File: config.mk
export PLATFORM = sky130hd
export DESIGN_NAME = abofs_point_walker
export DESIGN_NICKNAME = d
export VERILOG_FILES = /design/src/rtl/abofs_point_walker_pkg.sv /design/src/rtl/abofs_point_walker_nd_wrap_counter.sv /design/src/rtl/abofs_point_walker.sv
export SDC_FILE = /design/constraint.sdc
export NUM_CORES = 1
export LEC_CHECK = 0
export ABC_CLOCK_PERIOD_IN_PS = 5100
export BUFFER_PORTS_ARGS = -buffer_cell sky130_fd_sc_hd__buf_2
export CAP_MARGIN = 40
export CELL_PAD_IN_SITES_DETAIL_PLACEMENT = 1
export CELL_PAD_IN_SITES_GLOBAL_PLACEMENT = 2
export CORE_ASPECT_RATIO = 0.8
export CORE_MARGIN = 1
export CORE_UTILIZATION = 31
export DETAILED_ROUTE_END_ITERATION = 8
export GPL_TIMING_DRIVEN = 1
export PLACE_DENSITY_LB_ADDON = 0.1
export SLEW_MARGIN = 30
export SYNTH_ARGS = -nofsm -noshare
export SYNTH_HDL_FRONTEND = slang
export SYNTH_SLANG_ARGS = --single-unit
File: constraint.sdc
create_clock -name i_clk -period 5.1 [get_ports i_clk]
set_clock_uncertainty 0.05 [all_clocks]
set_input_delay 0.765 -clock i_clk [delete_from_list [all_inputs] [get_ports i_clk]]
set_output_delay 0.765 -clock i_clk [all_outputs]
set_load 0.005 [all_outputs]
File: src/rtl/abofs_point_walker_pkg.sv
// rtl/abofs_point_walker_pkg.sv - shared TileAccumUnit configuration and walker state type
package TauCfg;

   localparam int WORK_BW = 4;
   localparam int VDIM    = 2;
   localparam int N_ICFG  = 6;

   typedef enum logic {
      ABW_IDLE,
      ABW_BUSY
   } abw_state_e;

endpackage

File: src/rtl/abofs_point_walker_nd_wrap_counter.sv
// rtl/abofs_point_walker_nd_wrap_counter.sv - DIM-dimension window counter with per-dimension begin/end wrap
module nd_wrap_counter
   import TauCfg::*;
#(
   parameter int BW  = WORK_BW,
   parameter int DIM = VDIM
) (
   input  logic              clk_i,
   input  logic              rst_ni,
   input  logic              load_i,
   input  logic [BW*DIM-1:0] beg_i,
   input  logic [BW*DIM-1:0] end_i,
   input  logic              inc_i,
   output logic [BW*DIM-1:0] cnt_o,
   output logic              last_o,
   output logic              wrap_o
);

   logic [BW*DIM-1:0] cnt_q, cnt_d;
   logic [BW*DIM-1:0] beg_q, beg_d;
   logic [BW*DIM-1:0] end_q, end_d;
   logic [BW*DIM-1:0] step;
   logic [DIM-1:0]    at_end;

   // Dimension DIM-1 is innermost. A dimension steps only when every inner
   // dimension sits on its final coordinate; it wraps to its begin bound when
   // its own +1 reaches the end bound. The +1 is one bit wider so an end bound
   // of all-ones cannot alias.
   for (genvar g = 0; g < DIM; g++) begin : g_dim
      logic [BW:0] nxt;
      logic        cin;

      assign nxt        = {1'b0, cnt_q[g*BW +: BW]} + (BW+1)'(1);
      assign at_end[g]  = (nxt == {1'b0, end_q[g*BW +: BW]});

      if (g == DIM-1) begin : g_inner
         assign cin = 1'b1;
      end else begin : g_outer
         assign cin = &at_end[DIM-1:g+1];
      end

      assign step[g*BW +: BW] = !cin      ? cnt_q[g*BW +: BW] :
                                at_end[g] ? beg_q[g*BW +: BW] :
                                            nxt[BW-1:0];
   end

   assign last_o = &at_end;
   assign wrap_o = inc_i && last_o;
   assign cnt_o  = cnt_q;

   // Next-state: a load replaces bounds and restarts at begin, otherwise step on increment.
   always_comb begin
      cnt_d = cnt_q;
      beg_d = beg_q;
      end_d = end_q;
      if (load_i) begin
         cnt_d = beg_i;
         beg_d = beg_i;
         end_d = end_i;
      end else if (inc_i) begin
         cnt_d = step;
      end
   end

   // Counter and bound registers.
   always_ff @(posedge clk_i) begin
      if (!rst_ni) begin
         cnt_q <= '0;
         beg_q <= '0;
         end_q <= '0;
      end else begin
         cnt_q <= cnt_d;
         beg_q <= beg_d;
         end_q <= end_d;
      end
   end

endmodule

File: src/rtl/abofs_point_walker.sv
// rtl/abofs_point_walker.sv - expands abofs packets into (id, window) point stream; ABW_DONE_EN adds done_dval
module abofs_point_walker
   import TauCfg::*;
#(
   parameter int BW   = WORK_BW,
   parameter int DIM  = VDIM,
   parameter int IDBW = $clog2(N_ICFG + 1)
) (
   input  logic              i_clk,
   input  logic              i_rst,
   input  logic              abofs_rdy,
   output logic              abofs_ack,
   input  logic [BW*DIM-1:0] i_bofs,
   input  logic [BW*DIM-1:0] i_aofs_beg,
   input  logic [BW*DIM-1:0] i_aofs_end,
   input  logic [IDBW-1:0]   i_beg,
   input  logic [IDBW-1:0]   i_end,
   output logic              pt_rdy,
   input  logic              pt_ack,
   output logic [BW*DIM-1:0] o_bofs,
   output logic [BW*DIM-1:0] o_aofs,
   output logic [IDBW-1:0]   o_id,
   output logic              o_islast
`ifdef ABW_DONE_EN
   ,
   output logic              done_dval
`endif
);

   abw_state_e        state_q, state_d;
   logic [BW*DIM-1:0] bofs_q, bofs_d;
   logic [IDBW-1:0]   id_q, id_d;
   logic [IDBW-1:0]   idend_q, idend_d;
   logic [IDBW:0]     id_inc;
   logic              busy;
   logic              win_last;
   logic              win_wrap;
   logic              id_last;
   logic              fire;
   logic              last_fire;
   logic              adv;

   assign busy      = (state_q == ABW_BUSY);
   assign id_inc    = {1'b0, id_q} + (IDBW+1)'(1);
   assign id_last   = (id_inc == {1'b0, idend_q});
   assign o_islast  = busy && win_last && id_last;
   assign fire      = busy && pt_ack;
   assign last_fire = fire && o_islast;
   assign adv       = fire && !o_islast;

   // A new packet is taken when idle or when the last point leaves this cycle.
   assign abofs_ack = abofs_rdy && (!busy || last_fire);

   assign pt_rdy = busy;
   assign o_bofs = bofs_q;
   assign o_id   = id_q;

`ifdef ABW_DONE_EN
   assign done_dval = last_fire;
`endif

   nd_wrap_counter #(
      .BW  (BW),
      .DIM (DIM)
   ) u_win (
      .clk_i  (i_clk),
      .rst_ni (i_rst),
      .load_i (abofs_ack),
      .beg_i  (i_aofs_beg),
      .end_i  (i_aofs_end),
      .inc_i  (adv),
      .cnt_o  (o_aofs),
      .last_o (win_last),
      .wrap_o (win_wrap)
   );

   // Next-state: load on accept, step the id when the window wraps, go idle after the last point.
   always_comb begin
      state_d = state_q;
      bofs_d  = bofs_q;
      id_d    = id_q;
      idend_d = idend_q;
      if (abofs_ack) begin
         state_d = ABW_BUSY;
         bofs_d  = i_bofs;
         id_d    = i_beg;
         idend_d = i_end;
      end else begin
         if (last_fire) begin
            state_d = ABW_IDLE;
         end
         if (win_wrap) begin
            id_d = id_inc[IDBW-1:0];
         end
      end
   end

   // State and packet registers; reset abandons any packet in flight.
   always_ff @(posedge i_clk) begin
      if (!i_rst) begin
         state_q <= ABW_IDLE;
         bofs_q  <= '0;
         id_q    <= '0;
         idend_q <= '0;
      end else begin
         state_q <= state_d;
         bofs_q  <= bofs_d;
         id_q    <= id_d;
         idend_q <= idend_d;
      end
   end

endmodule
# Word-level counts from Yosys, hierarchy flattened
# Index checks and enable logic that the tools add are counted.
dict set report word_totals {
  register_bits 39
  out_inout_bits 22
}
dict set report op_classes {
  add_sub_neg 3
  n_eq_ne 3
  n_mux 9
  reduce_logical 16
}
# cell n
set ops {}
lappend ops {{8-bit 2-to-1 mux} 2}
lappend ops {{4-bit 2-to-1 mux} 3}
lappend ops {{4-bit by 1-bit adder with 5-bit output (second input constant)} 2}
lappend ops {{5-bit by 4-bit == test with 1-bit output} 2}
lappend ops {{2-bit nonzero test} 4}
lappend ops {{1-bit logical AND} 7}
lappend ops {{3-bit 2-to-1 mux} 2}
lappend ops {{3-bit by 1-bit adder with 4-bit output (second input constant)} 1}
lappend ops {{4-bit by 3-bit == test with 1-bit output} 1}
lappend ops {{2-bit AND reduction} 2}
lappend ops {{1-bit zero test} 2}
lappend ops {{1-bit 2-to-1 mux} 2}
lappend ops {{1-bit logical OR} 1}

# Longest topological paths before layout
dict set report depth {
  depth_word 10
  ltp_mapped 9
  mapped_depth_nobuf 8
}

# Cells and area by module
# Synthesis repeated with hierarchy kept, for this count alone.
dict set report unflattened {
  hier_cells 233
  hier_area_um2 2177.1
}
# module instances cells_per_inst area_per_inst_um2
set by_module_without_submodules {}
lappend by_module_without_submodules {nd_wrap_counter 1 151 1393.8}
lappend by_module_without_submodules {abofs_point_walker 1 82 783.3}

# Least setup slack after synthesis
# No wires, ideal clock.
dict set report synth_timing {
  path_kind {reg2out}
  from {reg u_win.cnt_q[0], in the netlist u_win.cnt_o[0]}
  to {out abofs_ack}
  arrival_ps 1827
  setup_slack_ps 2458
  path_stages_with_launch 8
  path_cell_list {dfxtp_1 ha_1 xnor2_1 nand4_2 nor4_4 a41oi_2 inv_2 buf_2}
}
dict set report synth_between {
  elab_chain_cells 8
}
# item line_no
set synth_lines {}
lappend synth_lines {{from (decl)} abofs_point_walker_nd_wrap_counter.sv:19} ;# logic [BW*DIM-1:0] cnt_q, cnt_d;
lappend synth_lines {{from (signal assigned)} abofs_point_walker_nd_wrap_counter.sv:72} ;# cnt_q <= cnt_d;
lappend synth_lines {{4-bit by 1-bit adder with 5-bit output} abofs_point_walker_nd_wrap_counter.sv:33} ;# assign nxt = {1'b0, cnt_q[g*BW +: BW]} + (BW+1)'(1);
lappend synth_lines {{5-bit by 4-bit == test with 1-bit output} abofs_point_walker_nd_wrap_counter.sv:34} ;# assign at_end[g] = (nxt == {1'b0, end_q[g*BW +: BW]});
lappend synth_lines {{2-bit AND reduction} abofs_point_walker_nd_wrap_counter.sv:47} ;# assign last_o = &at_end;
lappend synth_lines {{1-bit logical AND (2 in a row)} abofs_point_walker.sv:46} ;# assign o_islast = busy && win_last && id_last;
lappend synth_lines {{1-bit logical AND} abofs_point_walker.sv:48} ;# assign last_fire = fire && o_islast;
lappend synth_lines {{1-bit logical OR} abofs_point_walker.sv:52} ;# assign abofs_ack = abofs_rdy && (!busy || last_fire);
lappend synth_lines {{1-bit logical AND} abofs_point_walker.sv:52}
lappend synth_lines {{to (decl)} abofs_point_walker.sv:12} ;# output logic abofs_ack,
# No other way between the ends.

# Final worst setup path
# Ends and elaborated chain as after synthesis.

==> reports/results.txt <==
After legalization and detailed placement, the total HPWL measured 3839 um. The net count of the finished layout is 340. For the worst-case headroom to the max-slew limit, the log shows 0.5366. TritonCTS built the clock tree.

The number of global-route vias before repair was 1798; the number of distinct library cells after synthesis was 46. The critical path is of the reg2out type. The area share of the largest cell type after synthesis came out at 0.3925. The tools report the fill cell instance count of the final layout as 782. Number of max-slew violations in the final report: 0. Clock tree synthesis inserted a total of 5 buffers.

Measured along the x axis, the die boundary spans 91.57 um. The logs give 4.28 ns for the critical path required time and 1989 sq um for the post-synth design cell area. After routing, the total negative slack on setup checks comes to 0 ns.

The wire length of the first global-routing pass came out at 9045 um. The fraction of the mapped netlist area in compound gates works out to 0.2050. The logs give 1.009 nW for the leakage power total and 4 for the detailed-routing iteration count for the pre-antenna-repair pass. The design draws 0.6920 mW.

The tool flagged a number of max-cap violations equal to 0. Worst stage delay on the critical path: 0.68 ns. The post-synthesis to final-layout area growth was 21.70%; the xor and xnor fraction of the mapped netlist area was 0.08428. The run gives 301.8 MHz as the upper clock frequency limit. The final weighted congestion of routability-driven global placement is 0.7211. The tools report the cts-stage hold buffer count as 0. Power spread over the standard cell area amounts to 285.8 nW/um^2. Once layout is done, the placed cells without fillers occupy 2421 sq um. The number of buffers and inverters on the critical path is 2.

On the critical path the largest part of the delay comes from simple AND/OR/NAND/NOR gates. The count of warnings emitted by yosys is 0. The run gives 0.29 ns as the clock latency on the worst-skew pair. Across the VDD grid, the largest voltage drop is 0.08935 mV. Sorting the synthesized cells by how often they occur yields nand2_1 (63), dfxtp_1 (39), a21oi_1 (38).

The library cell contributing the largest single delay on the critical path is nor4_4. Across all layers, the routed design uses 1887 vias. By area the synthesized netlist is led by dfxtp_1 (39%), nand2_1 (12%), a21oi_1 (9.6%). Share of synthesized registers carrying an async set or reset: 0. dfxtp_1 takes more of the synthesized area than any other cell. The number of antenna violations at the first check in global routing is 0.

The floorplan has 25 rows. For the pin with the worst max-slew slack, the measured transition is 0.6899 ns. The proportion of synthesized chip area in sequential cells came out at 0.3925. Placed instance area: 2326 sq um. Among all flip-flop cells after synthesis, the most frequent one is dfxtp_1.

The flow ran to the end, and the final reports show no timing, DRC or antenna violations. The DRC violation count after routing is 0, and the average size of a mapped cell is 7.894 sq um. Effective utilization at floorplan: 0.3295. Clock tree synthesis selected as its root buffer the cell clkbuf_8. Walking the worst path, the cells encountered are ha_1, xnor2_1, nand4_2, nor4_4, a41oi_4, inv_2, buf_2. For the number of violations reported at the end of detailed-routing iteration 0, the log shows 37. When the netlist entered floorplanning its net count stood at 289.

Setup violations remaining at the end of the flow were counted as 0. The die is 73.65 um tall. In this run the count of I/O pins placed on the die edge is 56.

The run gives 0 as the post-CTS setup buffer count. By instance count, the leading cell after synthesis is nand2_1. The H-tree was split into 2 levels. In the final routed layout, each cell accounts on average for 14.36 um. The logs give 2 for the clock tree buffer depth and 5515 um for the total length of routed wires. The share of synthesized cell area in and, or, nand and nor gates was 0.2396; the number of instances resized during post-cts repair was 0. Setup repair after global routing left no endpoint under its margin. The tools report the launching element type of the critical path as a register. CTS saw 39 sinks. In this run the worst path has a maximum fanout of 11. The final-report hold violation count was 0. The post-synthesis register bit count was 39. Data on the critical path arrives at its endpoint at 2.50 ns. The tightest min-delay check is of the reg2reg type. The average vias per placed instance is 4.914, and the clock period minus final worst setup slack is 3.313 ns. The tools report the count of antenna-violating nets left after detailed routing as 0.

The tools report the kind of capture point of the worst setup path as an output port. The total inserted antenna cells came out at 0. In this run, synthesis inferred 0 flip-flops with an integrated enable. The fraction of layout cells with a size suffix above 1 was 0.2541; the post-route non-filler standard cell count was 384.

The region available for standard cell placement spans 6037 sq um. The number of I/O port buffers is 55. The die covers 6744 sq um. Entering global routing, the biggest net connects 41 pins. Clock-pin slew was measured on the worst setup and hold paths at 0.08 ns.

The adder-cell share of the synthesized area was 0.01887. The final cycle utilization of the critical path was 0.6497; the synthesized netlist cell count was 252. After detailed placement, the design holds a cell count of 376. Combined global-route utilization of all metal layers: 0.1728. Global routing finished with a remaining overflow of 0. After synthesis, the largest family of logic cells by area is simple AND/OR/NAND/NOR gates.

The multiplexer share of the synthesized area was 0.01509.
[cells by family after synthesis]
family | after synthesis
xor gates and xnor gates | 16
muxes | 3
AOI/OAI and AO/OA | 69
buffers and inverters | 20
and+or+nand+nor | 102
DFF | 39
adders and majority gates | 3
[worst register-to-register path: cells and delay by family, from the launching register on]
kind                     cells  cell delay, ns
AND/OR/NAND/NOR              3            1.11
flip-flops                   1            0.44
buffers and inverters        2            0.41
AO/OA/AOI/OAI                2            0.35
adder cells (fa/ha/maj)      1            0.29
XOR/XNOR                     1            0.18
[path summary, 6_finish.rpt]
path                   from             end  slack (ns)  cells after the start
max reg2reg  u_win.cnt_o[0]  u_win.cnt_o[2]        2.23                      9
max          u_win.cnt_o[0]       abofs_ack        1.79                      7
min               o_bofs[0]       o_bofs[0]        0.41                      2
min reg2reg       o_bofs[0]       o_bofs[0]        0.41                      2
[placed cells by master, fill, tap and decap left out, types with 6 or more instances in the layout]
cell	instances
nand3_1	11
a21oi_1	38
o21ai_0	14
nand2_1	63
xnor2_1	7
clkbuf_8	6
nor2_1	7
buf_2	55
xor2_1	7
dfxtp_1	39
[layer usage]
layer  GRT usage  part of all wire  vias to the layer above
met4     0.04762            0.0083                        0
met2      0.2648              0.45                       33
met3     0.03520             0.034                        5
li1            -                 -                      966
met5           0                 0                        -
met1      0.2465              0.51                      883
[registers in the layout, summed over array words and instances, names as in the netlist]
name         flops
u_win.end_q      8
pt_rdy           1
o_id             3
o_bofs           8
u_win.beg_q      8
u_win.cnt_o      8
idend_q          3
[area by class of cell]
| type | instances | area, sq um | area share |
|---|---|---|---|
| sequential | 39 | 780.7 | 0.3225 |
| clock buffer | 6 | 82.58 | 0.03411 |
| multi-input combinational | 193 | 1131 | 0.4672 |
| clock inverter | 1 | 5.005 | 0.002067 |
| inverter | 6 | 22.52 | 0.009302 |
| timing repair buffer | 58 | 297.8 | 0.1230 |
| tap | 81 | 101.3 | 0.04186 |
[stage by stage]
step | hold WS (ns) | util | setup slack (ns)
after floorplan | 0.3834 | - | 2.458
after global placement | 0.3913 | 0.3853 | 2.179
after detailed placement | 0.4008 | 0.3853 | 2.103
after CTS | 0.4128 | 0.3998 | 1.762
after global routing | 0.4275 | 0.4010 | 1.556
final | 0.4072 | 0.4010 | 1.787
[where the power goes]
part	switching (mW)	leakage [nW]	internal, mW
combinational	0.0741	0.641	0.0600
clock	0.108	0.0470	0.106
sequential	0.0191	0.321	0.324
Power figures use the tool's default switching activity.
